File: src/rtl/fpu_pkg.sv
// Shared types and constants for the fpu adder wrapper: status codes, operand
// format widths and the operand sequencer state encoding.
package fpu_pkg;

  localparam int unsigned EXP_W           = 6;
  localparam int unsigned MANT_W          = 25;
  localparam int unsigned FPU_MAX_LATENCY = 31;

  typedef enum logic [3:0] {
    EXACT     = 4'b0001,
    INEXACT   = 4'b0010,
    OVERFLOW  = 4'b0100,
    UNDERFLOW = 4'b1000
  } status_t;

  typedef enum logic [1:0] {
    IDLE    = 2'd0,
    HOLD    = 2'd1,
    CAPTURE = 2'd2,
    OUTPUT  = 2'd3
  } seq_state_t;

  // Event counters stick at all-ones rather than wrapping.
  function automatic logic [7:0] sat_inc(input logic [7:0] v, input logic en);
    return (en && (v != 8'hFF)) ? v + 8'd1 : v;
  endfunction

endpackage

File: src/rtl/fpu_operand_fifo.sv
// Synchronous show-ahead FIFO for operand pairs; pointers carry an extra wrap
// bit so full and empty are distinguished without a separate count.
module fpu_operand_fifo #(
  parameter int unsigned DEPTH = 4,
  parameter int unsigned WIDTH = 68
) (
  input  logic             clock100KHz,
  input  logic             reset,
  input  logic             push,
  input  logic [WIDTH-1:0] push_data,
  input  logic             pop,
  output logic [WIDTH-1:0] pop_data,
  output logic             full,
  output logic             empty
);

  localparam int unsigned AW = $clog2(DEPTH);

  logic [WIDTH-1:0] mem [DEPTH];
  logic [AW:0]      wr_ptr;
  logic [AW:0]      rd_ptr;
  logic             do_push;
  logic             do_pop;

  assign empty    = (wr_ptr == rd_ptr);
  assign full     = (wr_ptr[AW] != rd_ptr[AW]) && (wr_ptr[AW-1:0] == rd_ptr[AW-1:0]);
  assign pop_data = mem[rd_ptr[AW-1:0]];
  assign do_push  = push && !full;
  assign do_pop   = pop && !empty;

  always_ff @(posedge clock100KHz) begin
    if (do_push) begin
      mem[wr_ptr[AW-1:0]] <= push_data;
    end
  end

  always_ff @(posedge clock100KHz) begin
    if (reset) begin
      wr_ptr <= '0;
      rd_ptr <= '0;
    end else begin
      if (do_push) begin
        wr_ptr <= wr_ptr + (AW+1)'(1);
      end
      if (do_pop) begin
        rd_ptr <= rd_ptr + (AW+1)'(1);
      end
    end
  end

endmodule

File: src/rtl/fpu_operand_sequencer.sv
// Feeds buffered operand pairs to the free-running fpu adder, holds each for a
// fixed frame, then returns the captured result and status with its tag.
module fpu_operand_sequencer
  import fpu_pkg::*;
#(
  parameter int unsigned DEPTH        = 4,
  parameter int unsigned FRAME_CYCLES = 64,
  parameter int unsigned TAG_W        = 4
) (
  input  logic             clock100KHz,
  input  logic             reset,
  input  logic             in_valid,
  output logic             in_ready,
  input  logic [31:0]      in_a,
  input  logic [31:0]      in_b,
  input  logic [TAG_W-1:0] in_tag,
  output logic [31:0]      op_A_out,
  output logic [31:0]      op_B_out,
  input  logic [31:0]      fpu_data_in,
  input  logic [3:0]       fpu_status_in,
  output logic             res_valid,
  input  logic             res_ready,
  output logic [31:0]      res_data,
  output logic [3:0]       res_status,
  output logic [TAG_W-1:0] res_tag,
  output logic [7:0]       ovf_cnt,
  output logic [7:0]       unf_cnt,
  output logic             busy
);

  localparam int unsigned FW = 64 + TAG_W;
  localparam int unsigned CW = $clog2(FRAME_CYCLES);

  seq_state_t       state;
  logic [CW-1:0]    frame_cnt;
  logic [TAG_W-1:0] tag_q;
  logic             fifo_full;
  logic             fifo_empty;
  logic             pop;
  logic [FW-1:0]    head;

  assign in_ready = !fifo_full;
  assign pop      = (state == IDLE) && !fifo_empty;
  assign busy     = (state != IDLE) || !fifo_empty;

  fpu_operand_fifo #(
    .DEPTH(DEPTH),
    .WIDTH(FW)
  ) u_fifo (
    .clock100KHz(clock100KHz),
    .reset      (reset),
    .push       (in_valid),
    .push_data  ({in_a, in_b, in_tag}),
    .pop        (pop),
    .pop_data   (head),
    .full       (fifo_full),
    .empty      (fifo_empty)
  );

  always_ff @(posedge clock100KHz) begin
    if (reset) begin
      state      <= IDLE;
      frame_cnt  <= '0;
      tag_q      <= '0;
      op_A_out   <= '0;
      op_B_out   <= '0;
      res_valid  <= 1'b0;
      res_data   <= '0;
      res_status <= '0;
      res_tag    <= '0;
      ovf_cnt    <= '0;
      unf_cnt    <= '0;
    end else begin
      case (state)
        IDLE: begin
          if (!fifo_empty) begin
            op_A_out  <= head[FW-1 -: 32];
            op_B_out  <= head[TAG_W +: 32];
            tag_q     <= head[TAG_W-1:0];
            frame_cnt <= CW'(FRAME_CYCLES - 1);
            state     <= HOLD;
          end
        end
        // Frame spans FRAME_CYCLES edges: loaded with N-1, leaves on the edge seeing 0.
        HOLD: begin
          if (frame_cnt == '0) begin
            state <= CAPTURE;
          end else begin
            frame_cnt <= frame_cnt - CW'(1);
          end
        end
        CAPTURE: begin
          res_data   <= fpu_data_in;
          res_status <= fpu_status_in;
          res_tag    <= tag_q;
          res_valid  <= 1'b1;
          ovf_cnt    <= sat_inc(ovf_cnt, fpu_status_in[2]);
          unf_cnt    <= sat_inc(unf_cnt, fpu_status_in[3]);
          state      <= OUTPUT;
        end
        OUTPUT: begin
          if (res_ready) begin
            res_valid <= 1'b0;
            state     <= IDLE;
          end
        end
        default: state <= IDLE;
      endcase
    end
  end

endmodule
File: config.mk
export PLATFORM = sky130hd
export DESIGN_NAME = fpu_operand_sequencer
export DESIGN_NICKNAME = d
export VERILOG_FILES = /design/src/rtl/fpu_pkg.sv /design/src/rtl/fpu_operand_fifo.sv /design/src/rtl/fpu_operand_sequencer.sv
export SDC_FILE = /design/constraint.sdc
export NUM_CORES = 1
export LEC_CHECK = 0
export CAP_MARGIN = 10
export CORE_ASPECT_RATIO = 0.7
export CORE_MARGIN = 2
export CORE_UTILIZATION = 50
export DETAILED_ROUTE_END_ITERATION = 6
export DONT_BUFFER_PORTS = 1
export PLACE_DENSITY = 0.71
export SLEW_MARGIN = 20
export SYNTH_ARGS = -nofsm -noshare
export SYNTH_HDL_FRONTEND = slang
export SYNTH_HIERARCHICAL = 1
export SYNTH_SLANG_ARGS = --single-unit
File: constraint.sdc
create_clock -name clock100KHz -period 4.7 [get_ports clock100KHz]
set_clock_uncertainty 0.15 [all_clocks]
set_input_delay 0.705 -clock clock100KHz [delete_from_list [all_inputs] [get_ports clock100KHz]]
set_output_delay 0.705 -clock clock100KHz [all_outputs]
set_load 0.005 [all_outputs]
==> results of run 1 <==
==> metal layers <==
metal  up-vias  track usage  routed length [um]
li1       3729            -                   -
met1      3980       0.2348               12390
met2       262       0.2925               13960
met3        37      0.07361                3036
met4         0      0.04340                 403
met5         -            0                   0
==> sequential cells by signal, summed over array words and instances (netlist names), named ones only <==
signal and flops:
res_tag 4, u_fifo/mem 272, res_data 32, tag_q 4, frame_cnt 6, u_fifo/wr_ptr 3, ovf_cnt 8, res_status 4
op_B_out 32, u_fifo/rd_ptr 3, unf_cnt 8, state 2, res_valid 1, op_A_out 32
==> cell usage after synthesis (all sizes together) <==
cell type / instances / area (um^2)
a211o: 2 / 17.52
a211oi: 1 / 7.510
a21boi: 4 / 33.78
a21o: 1 / 7.510
a21oi: 82 / 410.4
a22oi: 1 / 7.510
a311oi: 5 / 43.79
a31oi: 8 / 50.05
a41oi: 2 / 17.52
and2: 3 / 18.77
and2b: 1 / 8.760
and3: 2 / 12.51
and4: 2 / 17.52
buf: 32 / 192.7
clkbuf: 21 / 78.83
dfxtp: 141 / 2823
edfxtp: 272 / 8168
ha: 14 / 175.2
inv: 14 / 52.55
mux2i: 41 / 410.4
mux4: 68 / 1531
nand2: 151 / 566.8
nand2b: 3 / 18.77
nand3: 7 / 35.03
nand3b: 2 / 15.01
nand4: 5 / 31.28
nor2: 56 / 217.7
nor2b: 2 / 12.51
nor3: 3 / 15.01
nor3b: 8 / 65.06
nor4: 2 / 18.77
o2111a: 1 / 11.26
o2111ai: 2 / 17.52
o211a: 2 / 20.02
o211ai: 7 / 52.55
o21a: 4 / 30.03
o21ai: 9 / 45.04
o21bai: 1 / 7.510
or3: 2 / 12.51
or3b: 1 / 8.760
or4: 1 / 7.510
xnor2: 5 / 43.79
xor2: 7 / 61.31
==> critical path, cell delays in order, from the launching register on <==
cell and delay, ns:
sky130_fd_sc_hd__dfxtp_1 0.39, sky130_fd_sc_hd__xnor2_1 0.62, sky130_fd_sc_hd__nand2_1 0.26, sky130_fd_sc_hd__nor2_1 0.30
sky130_fd_sc_hd__nand2_1 0.17
==> final cells by class <==
cell class,instances,area [um^2],area share
Clock buffer,56,1091,0.06381
Clock inverter,13,192.7,0.01127
Inverter,14,52.55,0.003073
Multi-Input combinational cell,518,4116,0.2407
Sequential cell,413,11000,0.6432
Tap cell,412,515.5,0.03015
Timing Repair Buffer,9,132.6,0.007756
==> cells by family after synthesis <==
| logic type | count (synthesis) | synth area share |
|---|---|---|
| fa+ha+maj | 14 | 0.01138 |
| xor+xnor | 12 | 0.006825 |
| buf+inv | 67 | 0.02105 |
| simple gates | 251 | 0.07028 |
| compound gates | 132 | 0.05062 |
| mux | 109 | 0.1261 |
| flops | 413 | 0.7137 |
==> power breakdown <==
part           switching, mW  internal [mW]  total [mW]
combinational           1.26          0.854        2.12
clock                   1.26           1.89        3.15
sequential             0.511           4.61        5.12
total                   3.03           7.35        10.4
==> how the worst max path moves through the flow <==
| stage | startpoint | endpoint | depth (start not counted) |
|---|---|---|---|
| detailed placement | u_fifo/wr_ptr[2]$_SDFFE_PP0P_ | op_A_out[16]$_SDFFE_PP0P_ | 7 |
| CTS | u_fifo/wr_ptr[0]$_SDFFE_PP0P_ | busy | 4 |
| finish | u_fifo/wr_ptr[0]$_SDFFE_PP0P_ | busy | 4 |
| global placement | u_fifo/rd_ptr[0]$_SDFFE_PP0P_ | op_A_out[10]$_SDFFE_PP0P_ | 8 |
| global route | u_fifo/wr_ptr[0]$_SDFFE_PP0P_ | busy | 4 |
| floorplan | in_valid | u_fifo/mem[3][0]$_DFFE_PP_ | 2 |
==> metrics.md, run 1 <==
| Metric | Value |
|---|---|
| Global-route usage over all layers | 0.1826 |
| Final estimated routing congestion in global placement | between 0.7 and 0.8 |
| Post-Layout Inst Area | 0.01710 mm^2 |
| Number of global-route vias before repair | between 7000 and 8000 |
| Number of instances in the synthesized netlist | 998 |
| Clk Latency, worst-skew pair | between 0.5 and 0.6 ns |
| 1st-iter DRT viols | around 660 |
| Maximum number of buffers from clock root to sink | 3 |
| Post-DR vias/cell | roughly 5.6 |
| Achievable clock frequency | 322.3 MHz |
| Seq cells post-synth | ~410 |
| Cells on Worst Hold Path | 1 |
| Pwr Total | between 10 and 15 mW |
| DPL Wire Length | around 17 mm |
| Number of buffers created by CTS | 39 |
| P_leak | roughly 5.6 nW |
| Commonest non-fill, non-tap cell in the layout | sky130_fd_sc_hd__edfxtp_1 |
| Hold path startpoint | reset |
| Dpl cells | around 1400 |
| Clock root buffer | sky130_fd_sc_hd__clkbuf_16 |
| Total vias in the final route | 8008 |
| Pin count of the biggest net entering global routing | between 100 and 150 |
| # hold bufs at CTS | 0 |
| Count of distinct cell types in the synthesized netlist | 52 |
| Number of cells upsized or downsized after cts | 0 |
| Final non-filler cell total | ~1400 |
| Number of placement rows | between 50 and 60 |
| Arr. time, crit path | around 2.3 ns |
| Area growth from synthesis to layout | 11.04% |
| Yosys warning total | 6 |
| Average size of a mapped cell | around 15 um^2 |
| Power per cell area | 607.3 mW/mm^2 |
| Routed wire per std cell | 20.76 um |
| Cell area after synthesis | roughly 0.015 mm^2 |
| Wire length of the first global-routing pass | roughly 45 mm |
| Unrepaired setup endpoints after global routing | no |
| Floorplan die height | roughly 150 um |
| Synthesized Nets | roughly 1100 |
| Area of the core | around 0.03 mm^2 |
| Initial standard-cell utilization of the core | 0.5103 |
| Worst setup slack after placement | roughly 1.7 ns |
| Instance area after placement | 0.01574 mm^2 |
| Launching element type of the critical path | flip-flop |
| Top-level I/O count | between 200 and 250 |
| Result of the run | finished clean |
| Capture endpoint of the worst hold path | res_status[1]$_SDFFE_PP0P_ |
| Final count of pins violating max slew | 0 |
| Reg-to-Reg Start | u_fifo/wr_ptr[0]$_SDFFE_PP0P_ |
| Final antenna diode count | 0 |
| Clk pin slew, worst setup/hold paths | 0.06 ns |
| Number of buffers inserted to repair setup after CTS | 0 |
| Final count of hold timing violations | 0 |
| Initial antenna violation count | 0 |
| Detail Route Antenna Nets | 0 |
| Final Setup Violations | 0 |
| CTS sink cnt | just over 400 |
| Setup_tns | 0 ns |
| Transition time at the pin with the least slew margin | around 1.1 ns |
| Worst EP required | roughly 3.9 ns |
| Final routed DRC violation total | 0 |
| Clock period minus final worst setup slack | a little over 3 ns |
| Die Outline Area | 0.03224 mm^2 |
| Post-layout utilization of the core | 0.5667 |
| Category of the worst setup path capture point | output pin |
| Top library cells by usage in the layout, fill and taps aside | sky130_fd_sc_hd__edfxtp_1, sky130_fd_sc_hd__nand2_1, sky130_fd_sc_hd__dfxtp_1, sky130_fd_sc_hd__a21oi_1, sky130_fd_sc_hd__mux4_2 |
| CP Class | reg2out |
| I/O Buffers | 0 |
| Sum of routed wire length over all layers | around 30 mm |
| Endpoint of the worst register-to-register path | op_B_out[19]$_SDFFE_PP0P_ |
| Headroom to the max-slew limit | 0.2828 |
| Worst-path fanout max | 8 |
| Sequential cell area fraction in the yosys report | 0.7137 |
| H-tree depth | 2 |
| Worst setup slack for register-to-register paths | approximately 1.7 ns |
| Share of post-route cells with drive strength above 1 | 0.1427 |
| Share of the clock period used by the worst path after layout | 0.6602 |
| Worst IR drop on VDD | 0.0005047 V |
| Total overflow reported by the global router | 0 |
| # Max-Cap Violations | 0 |
| DIE WIDTH | ~210 um |
| Fill cells | about 2300 |
| Post-layout net count | roughly 1100 |
| Worst hold-check slack | approximately 0.11 ns |
| Drt first pass iters | 5 |
| FF-to-FF path depth | 7 |
| CTS tree | done |
| Hold/Removal Path Class | in2reg |
| Setup slack after layout | 1.597 ns |
(Power assumes the default switching activity.)
==> run 2: changes to the inputs <==
==> constraint.sdc (replaced) <==
create_clock -name clock100KHz -period 2.62 [get_ports clock100KHz]
set_clock_uncertainty 0.15 [all_clocks]
set_input_delay 0.393 -clock clock100KHz [delete_from_list [all_inputs] [get_ports clock100KHz]]
set_output_delay 0.393 -clock clock100KHz [all_outputs]
set_load 0.005 [all_outputs]
==> run 2 against run 1 <==
Effect of this change:
- final area is 7.6% higher
- sequential power up 77%
- register-to-register slack lost 1.4 ns
- cell count up 10%
- clock power grew 63%
- total power is 80% higher
- critical path depth is 2 higher
- die area unchanged
- largest power group unchanged
- combinational power increased by 110%
==> metrics.md, run 2 (synthesis results as in run 1) <==
| Metric | Value |
|---|---|
| Result of the run | finished clean |
| Initial antenna violation count | 6 (+6) |
| Final routed DRC violation total | 0 (unchanged) |
| Area growth from synthesis to layout | 19.44% |
| Number of buffers inserted to repair setup after CTS | 0 (unchanged) |
| Unrepaired setup endpoints after global routing | no |
| # Max-Cap Violations | 0 (unchanged) |
| Total overflow reported by the global router | 0 (unchanged) |
| I/O Buffers | 0 (unchanged) |
| Delay of the slowest cell on the worst path | 0.56 ns (-0.06 ns) |
| Setup_tns | 0 ns (unchanged) |
| Achievable clock frequency | roughly 420 MHz |
| DPL Wire Length | 18.79 mm (+10%) |
| Pwr Total | 18.65 mW (+80%) |
| Worst-path cell chain | ha_1 > nand4_1 > o21bai_1 > mux2i_1 > nor2_1 > dlygate4sd3_1 |
| Clk pin slew, worst setup/hold paths | 0.06 ns (about the same) |
| CTS tree | done |
| Number of buffers created by CTS | 39 (unchanged) |
| Number of placement rows | 53 (unchanged) |
| Transition time at the pin with the least slew margin | 0.5683 ns (-0.5075 ns) |
| Headroom to the max-slew limit | 0.6211 (+0.3383) |
| Number of global-route vias before repair | 8853 (+12%) |
| Area of the core | 0.03017 mm^2 (unchanged) |
| Detail Route Antenna Nets | 0 (unchanged) |
| Power per cell area | 1014 mW/mm^2 (+67%) |
| Endpoint of the worst register-to-register path | unf_cnt[1]$_SDFFE_PP0P_ |
| FF-to-FF path depth | 6 (-1) |
| Start point of the critical path | unf_cnt[0]$_SDFFE_PP0P_ |
| Fill cells | 2210 (-4.2%) |
| Worst-path fanout max | 5 (-3) |
| Final Setup Violations | 0 (unchanged) |
| CP Class | reg2reg |
| Sequential cell area in the final layout | 0.01100 mm^2 (unchanged) |
| Worst IR drop on VDD | 0.0006408 V (+27%) |
| Arr. time, crit path | 2.63 ns (+0.38 ns) |
| Die Outline Area | 0.03224 mm^2 (unchanged) |
| Global-route usage over all layers | 0.2035 (+0.02095) |
| Post-DR vias/cell | 5.536 (-0.79%) |
| Top-level I/O count | 231 (unchanged) |
| Hold path startpoint | in_valid |
| Launching element type of the critical path | flip-flop |
| P_leak | 6.144 nW (+11%) |
| Routed wire per std cell | 20.59 um (-0.78%) |
| Commonest non-fill, non-tap cell in the layout | sky130_fd_sc_hd__edfxtp_1 |
| Clk Latency, worst-skew pair | 0.53 ns (about the same) |
| Final count of hold timing violations | 0 (unchanged) |
| Hold/Removal Path Class | in2reg |
| Clock root buffer | sky130_fd_sc_hd__clkbuf_16 |
| Clock period minus final worst setup slack | about 2.4 ns |
| Max reg flops | 272 (unchanged) |
| Pin count of the biggest net entering global routing | 120 (-15%) |
| DIE WIDTH | 213.8 um (unchanged) |
| Post-layout net count | 1254 (+12%) |
| Initial standard-cell utilization of the core | 0.5103 (unchanged) |
| Worst setup slack for register-to-register paths | 0.25 ns (-1.45 ns) |
| Total area of multi-input combinational cells | 0.004116 mm^2 (unchanged) |
| Top library cells by usage in the layout, fill and taps aside | sky130_fd_sc_hd__edfxtp_1, sky130_fd_sc_hd__nand2_1, sky130_fd_sc_hd__dfxtp_1, sky130_fd_sc_hd__dlygate4sd3_1, sky130_fd_sc_hd__a21oi_1 |
| Logic depth of the worst path, buffers included | 6 (+2) |
| H-tree depth | 2 (unchanged) |
| Crit path buf inv count | 1 (+1) |
| Category of the worst setup path capture point | flip-flop |
| Drt first pass iters | 6 (+1) |
| Final estimated routing congestion in global placement | 0.7777 (-0.74%) |
| Final count of pins violating max slew | 0 (unchanged) |
| CTS sink cnt | 413 (unchanged) |
| Cell family contributing the most delay on the critical path | buffers and inverters |
| Reg-to-Reg Start | unf_cnt[0]$_SDFFE_PP0P_ |
| Share of the clock period used by the worst path after layout | 0.9045 |
| Worst EP required | 2.88 ns (-0.97 ns) |
| Share of post-route cells with drive strength above 1 | 0.1367 (-0.006002) |
| 1st-iter DRT viols | 637 (-3.0%) |
| Total vias in the final route | 8742 (+9.2%) |
| Sum of routed wire length over all layers | 32.52 mm (+9.2%) |
| Wire length of the first global-routing pass | 49.88 mm (+12%) |
| Maximum number of buffers from clock root to sink | 3 (unchanged) |
| Worst path slowest cell | sky130_fd_sc_hd__dlygate4sd3_1 |
| Floorplan die height | 150.8 um (unchanged) |
| Critical path capture point | unf_cnt[1]$_SDFFE_PP0P_ |
| Worst hold-check slack | 0.05256 ns (-0.06227 ns) |
## run 2: cell types whose count changed in the layout (fill, tap and decap cells not counted)
cell / delta
sky130_fd_sc_hd__clkinv_1: +3
sky130_fd_sc_hd__clkinvlp_4: +2
sky130_fd_sc_hd__buf_16: -1
sky130_fd_sc_hd__clkbuf_8: -3
sky130_fd_sc_hd__diode_2: +4
sky130_fd_sc_hd__buf_12: +8
sky130_fd_sc_hd__clkinv_8: +1
sky130_fd_sc_hd__buf_4: +9
sky130_fd_sc_hd__dlygate4sd3_1: +121
sky130_fd_sc_hd__clkinv_2: +2
sky130_fd_sc_hd__clkbuf_1: +3
sky130_fd_sc_hd__bufinv_16: -5
## run 2: through the flow
stage / cells / utilization / instance area (um^2) / setup WS [ns]
after floorplan: 998 / - / 15420 / 0.1218
after global placement: 1381 / 0.5299 / 15990 / 0.5030
after detailed placement: 1381 / 0.5299 / 15990 / 0.3588
after CTS: 1575 / 0.6092 / 18380 / 0.2625
after global routing: 1578 / 0.6095 / 18390 / 0.1078
final: 1579 / 0.6096 / 18390 / 0.2502
## run 2: repair_timing
action | in CTS | in global routing
resized for setup | 0 | 0
hold endpoints to repair | 413 | 0
hold buffers | 122 | 0
## run 2: worst min-delay path: cells and delay by family
kind            cells  cell delay [ns]
compound gates      1             0.06
simple gates        2             0.21
## run 2: layout make-up
cell class / instances / area share
Sequential cell: 413 / 0.5980
Multi-Input combinational cell: 518 / 0.2238
Timing Repair Buffer: 146 / 0.08395
Clock buffer: 56 / 0.05769
Tap cell: 412 / 0.02803
Clock inverter: 16 / 0.005170
Inverter: 14 / 0.002857
Antenna cell: 4 / 0.0005442
## run 2: how the worst min path moves through the flow
stage	to	slack [ns]	cells past startpoint
after global placement	tag_q[1]$_SDFFE_PP0P_	0.29	2
after global routing	u_fifo/wr_ptr[2]$_SDFFE_PP0P_	0.05	3
after floorplan	tag_q[0]$_SDFFE_PP0P_	0.29	2
final	u_fifo/wr_ptr[2]$_SDFFE_PP0P_	0.05	3
after detailed placement	tag_q[1]$_SDFFE_PP0P_	0.30	2
after CTS	u_fifo/wr_ptr[2]$_SDFFE_PP0P_	0.03	3
## run 2: layer usage
metal | track usage | routed length (um) | vias up
li1 | - | - | 4014
met1 | 0.2759 | 14000 | 4377
met2 | 0.3231 | 15170 | 306
met3 | 0.06552 | 2912 | 41
met4 | 0.04792 | 406 | 4
met5 | 0 | 27 | -
## run 2: where the power goes
part           switching (mW)  internal, mW  total, mW  leakage (nW)
Combinational            2.62          1.84       4.47          1.93
Clock                    2.30          2.84       5.14         0.561
Sequential              0.784          8.26       9.04          3.65
Total                    5.70          12.9       18.6          6.14
==> run 3: changes to the inputs <==
--- a/config.mk
+++ b/config.mk
@@ -6,7 +6,7 @@
 export NUM_CORES = 1
 export LEC_CHECK = 0
 export CAP_MARGIN = 10
-export CORE_ASPECT_RATIO = 0.7
+export CORE_ASPECT_RATIO = 0.6
 export CORE_MARGIN = 2
 export CORE_UTILIZATION = 50
 export DETAILED_ROUTE_END_ITERATION = 6
==> run 3 against run 2 <==
Effect of this change:
- routed wire length is 1.1% higher
- final area is 0.19% higher
- largest cell class unchanged
- global-route usage is 0.18 points higher
- core utilization is 0.26 points higher
- maximum frequency is 4.9% lower
- register-to-register slack worse by 0.12 ns
- via count is 0.40% higher
- worst setup slack worse by 0.12 ns
- sequential share of layout area is 0.086 points lower
- sequential cell count stayed put
==> metrics.md, run 3 (synthesis results as in run 1) <==
| Metric | Value |
|---|---|
| Result of the run | finished clean |
| Initial standard-cell utilization of the core | 0.5115 (+0.001188) |
| Detail Route Antenna Nets | 0 (unchanged) |
| Final estimated routing congestion in global placement | 0.7664 (-1.5%) |
| FF-to-FF path depth | 7 (+1) |
| Worst hold-check slack | 0.03279 ns (-0.01977 ns) |
| CTS tree | done |
| P_leak | 6.154 nW (+0.17%) |
| Area of the core | 0.03010 mm^2 (-0.23%) |
| Worst-path fanout max | 5 (unchanged) |
| Sum of routed wire length over all layers | 32.87 mm (+1.1%) |
| # Max-Cap Violations | 0 (unchanged) |
| CTS sink cnt | 413 (unchanged) |
| Area growth from synthesis to layout | 19.67% |
| Clk Latency, worst-skew pair | 0.53 ns (about the same) |
| Capture endpoint of the worst hold path | u_fifo/wr_ptr[2]$_SDFFE_PP0P_ |
| CP Class | reg2reg |
| Total vias in the final route | 8777 (+0.40%) |
| Cells on Worst Hold Path | 3 (unchanged) |
| Post-DR vias/cell | 5.605 (+1.2%) |
| Wire length of the first global-routing pass | 51.38 mm (+3.0%) |
| Initial antenna violation count | 5 (-1) |
| Worst EP required | 2.93 ns (+0.05 ns) |
| Max reg flops | 272 (unchanged) |
| Share of the clock period used by the worst path after layout | 0.9510 (+0.04656) |
| Share of post-route cells with drive strength above 1 | 0.1431 (+0.006390) |
| DPL Wire Length | 19.59 mm (+4.3%) |
| Final count of hold timing violations | 0 (unchanged) |
| Worst setup slack for register-to-register paths | 0.13 ns (-0.12 ns) |
| Endpoint of the worst register-to-register path | state[0]$_SDFFE_PP0P_ |
| Setup slack after layout | 0.1283 ns (-0.1220 ns) |
| Routed wire per std cell | 20.99 um (+1.9%) |
| Fill cells | 2234 (+1.1%) |
| Commonest non-fill, non-tap cell in the layout | sky130_fd_sc_hd__edfxtp_1 |
| Number of global-route vias before repair | 8977 (+1.4%) |
| Final non-filler cell total | 1566 (-0.82%) |
| Launching element type of the critical path | flip-flop |
| Reg-to-Reg Start | u_fifo/rd_ptr[2]$_SDFFE_PP0P_ |
| Number of placement rows | 49 (-7.5%) |
| Pwr Total | 18.94 mW (+1.6%) |
| Drt first pass iters | 4 (-2) |
| Top library cells by usage in the layout, fill and taps aside | sky130_fd_sc_hd__edfxtp_1, sky130_fd_sc_hd__nand2_1, sky130_fd_sc_hd__dfxtp_1, sky130_fd_sc_hd__dlygate4sd3_1, sky130_fd_sc_hd__a21oi_1 |
| Maximum number of buffers from clock root to sink | 3 (unchanged) |
| Dpl cells | 1376 (-0.36%) |
| Category of the worst setup path capture point | flip-flop |
| Hold path startpoint | in_valid |
| Die Outline Area | 0.03226 mm^2 (about the same) |
| DIE WIDTH | 230.6 um (+7.9%) |
| Power per cell area | 1028 mW/mm^2 (+1.4%) |
| Total area of multi-input combinational cells | 0.004126 mm^2 (+0.24%) |
| Final count of pins violating max slew | 0 (unchanged) |
| Sequential cell area in the final layout | 0.01100 mm^2 (about the same) |
| Clk pin slew, worst setup/hold paths | 0.06 ns (about the same) |
| Achievable clock frequency | 401.3 MHz (-4.9%) |
| Final Setup Violations | 0 (unchanged) |
| 1st-iter DRT viols | 767 (+20%) |
| Worst IR drop on VDD | 0.0007149 V (+12%) |
| Clock root buffer | sky130_fd_sc_hd__clkbuf_16 |
| Arr. time, crit path | 2.80 ns (+0.17 ns) |
| Final routed DRC violation total | 0 (unchanged) |
| Global-route usage over all layers | 0.2054 (+0.001826) |
| Transition time at the pin with the least slew margin | 0.5494 ns (-0.01893 ns) |
| Number of buffers created by CTS | 37 (-5.1%) |
| Top-level I/O count | 231 (unchanged) |
| Pin count of the biggest net entering global routing | 120 (unchanged) |
| Worst setup slack after placement | 0.3538 ns (-0.004982 ns) |
| H-tree depth | 2 (unchanged) |
| Total overflow reported by the global router | 0 (unchanged) |
| Hold/Removal Path Class | in2reg |
| Post-layout net count | 1246 (-0.64%) |
| Floorplan die height | 139.9 um (-7.2%) |
| I/O Buffers | 0 (unchanged) |
| Clock period minus final worst setup slack | 2.492 ns (+0.1220 ns) |
| Headroom to the max-slew limit | 0.6311 (+0.009987) |
run 3: changes by cell type in the layout (fill, tap and decap cells not counted), moves of 3 or more:
cell | before | now
sky130_fd_sc_hd__buf_4 | 14 | 8
sky130_fd_sc_hd__clkbuf_1 | 16 | 10
sky130_fd_sc_hd__dlygate4sd3_1 | 121 | 116
sky130_fd_sc_hd__dfxtp_1 | 139 | 135
sky130_fd_sc_hd__dfxtp_2 | 0 | 4
sky130_fd_sc_hd__buf_6 | 0 | 3
sky130_fd_sc_hd__bufinv_16 | 0 | 3
run 3: repair_timing:
| item | CTS | global route |
|---|---|---|
| hold buffers | 117 | 0 |
| resized for setup | 0 | 9 |
| hold endpoints to repair | 413 | 0 |
| setup buffers | 0 | 0 |
| endpoints found under the setup margin | 0 | 11 |
run 3: final cells by class:
| type | count | area share |
|---|---|---|
| Sequential cell | 413 | 0.5971 |
| Multi-Input combinational cell | 518 | 0.2239 |
| Timing Repair Buffer | 140 | 0.08263 |
| Clock buffer | 51 | 0.05649 |
| Tap cell | 408 | 0.02770 |
| Clock inverter | 17 | 0.008623 |
| Inverter | 14 | 0.002852 |
| Antenna cell | 5 | 0.0006790 |
run 3: worst max-delay path, stage by stage (launching register included):
cell and delay [ns]:
sky130_fd_sc_hd__dfxtp_1 0.44, sky130_fd_sc_hd__xor2_2 0.28, sky130_fd_sc_hd__nor2_2 0.09, sky130_fd_sc_hd__nand2_1 0.18, sky130_fd_sc_hd__o21ai_0 0.20, sky130_fd_sc_hd__or3_1 0.40, sky130_fd_sc_hd__a21oi_1 0.14, sky130_fd_sc_hd__dlygate4sd3_1 0.55
run 3: per-stage QoR:
step / util / setup TNS (ns) / area, um^2
6_report: 0.6122 / 0 / 18430
5_1_grt: 0.6120 / -0.008011 / 18420
2_1_floorplan: - / 0 / 15420
3_3_place_gp: 0.5315 / 0 / 16000
4_1_cts: 0.6109 / 0 / 18390
3_5_place_dp: 0.5315 / 0 / 16000
run 3: worst max-delay path by stage:
stage / start / depth (start not counted) / end / slack (ns)
CTS: u_fifo/wr_ptr[0]$_SDFFE_PP0P_ / 9 / op_A_out[5]$_SDFFE_PP0P_ / 0.01
floorplan: u_fifo/wr_ptr[1]$_SDFFE_PP0P_ / 3 / u_fifo/mem[3][0]$_DFFE_PP_ / 0.12
global placement: u_fifo/wr_ptr[2]$_SDFFE_PP0P_ / 8 / flip-flop / 0.35
detailed placement: u_fifo/wr_ptr[0]$_SDFFE_PP0P_ / 9 / flip-flop / 0.35
finish: u_fifo/rd_ptr[2]$_SDFFE_PP0P_ / 7 / state[0]$_SDFFE_PP0P_ / 0.13
global route: u_fifo/rd_ptr[2]$_SDFFE_PP0P_ / 7 / state[0]$_SDFFE_PP0P_ / -0.008
run 3: per-layer routing:
metal	GRT usage	vias up	part of all wire	wire (um)
met5	0	-	0	0
met4	0.05772	0	0.019	613
met3	0.04662	50	0.067	2190
met2	0.3223	267	0.47	15480
met1	0.2915	4466	0.44	14580
li1	-	3994	-	-
run 3: report_power, final:
group	internal (mW)	leakage, nW	switching (mW)
Combinational	1.89	1.91	2.64
Sequential	8.26	3.65	0.769
Clock	3.09	0.593	2.29
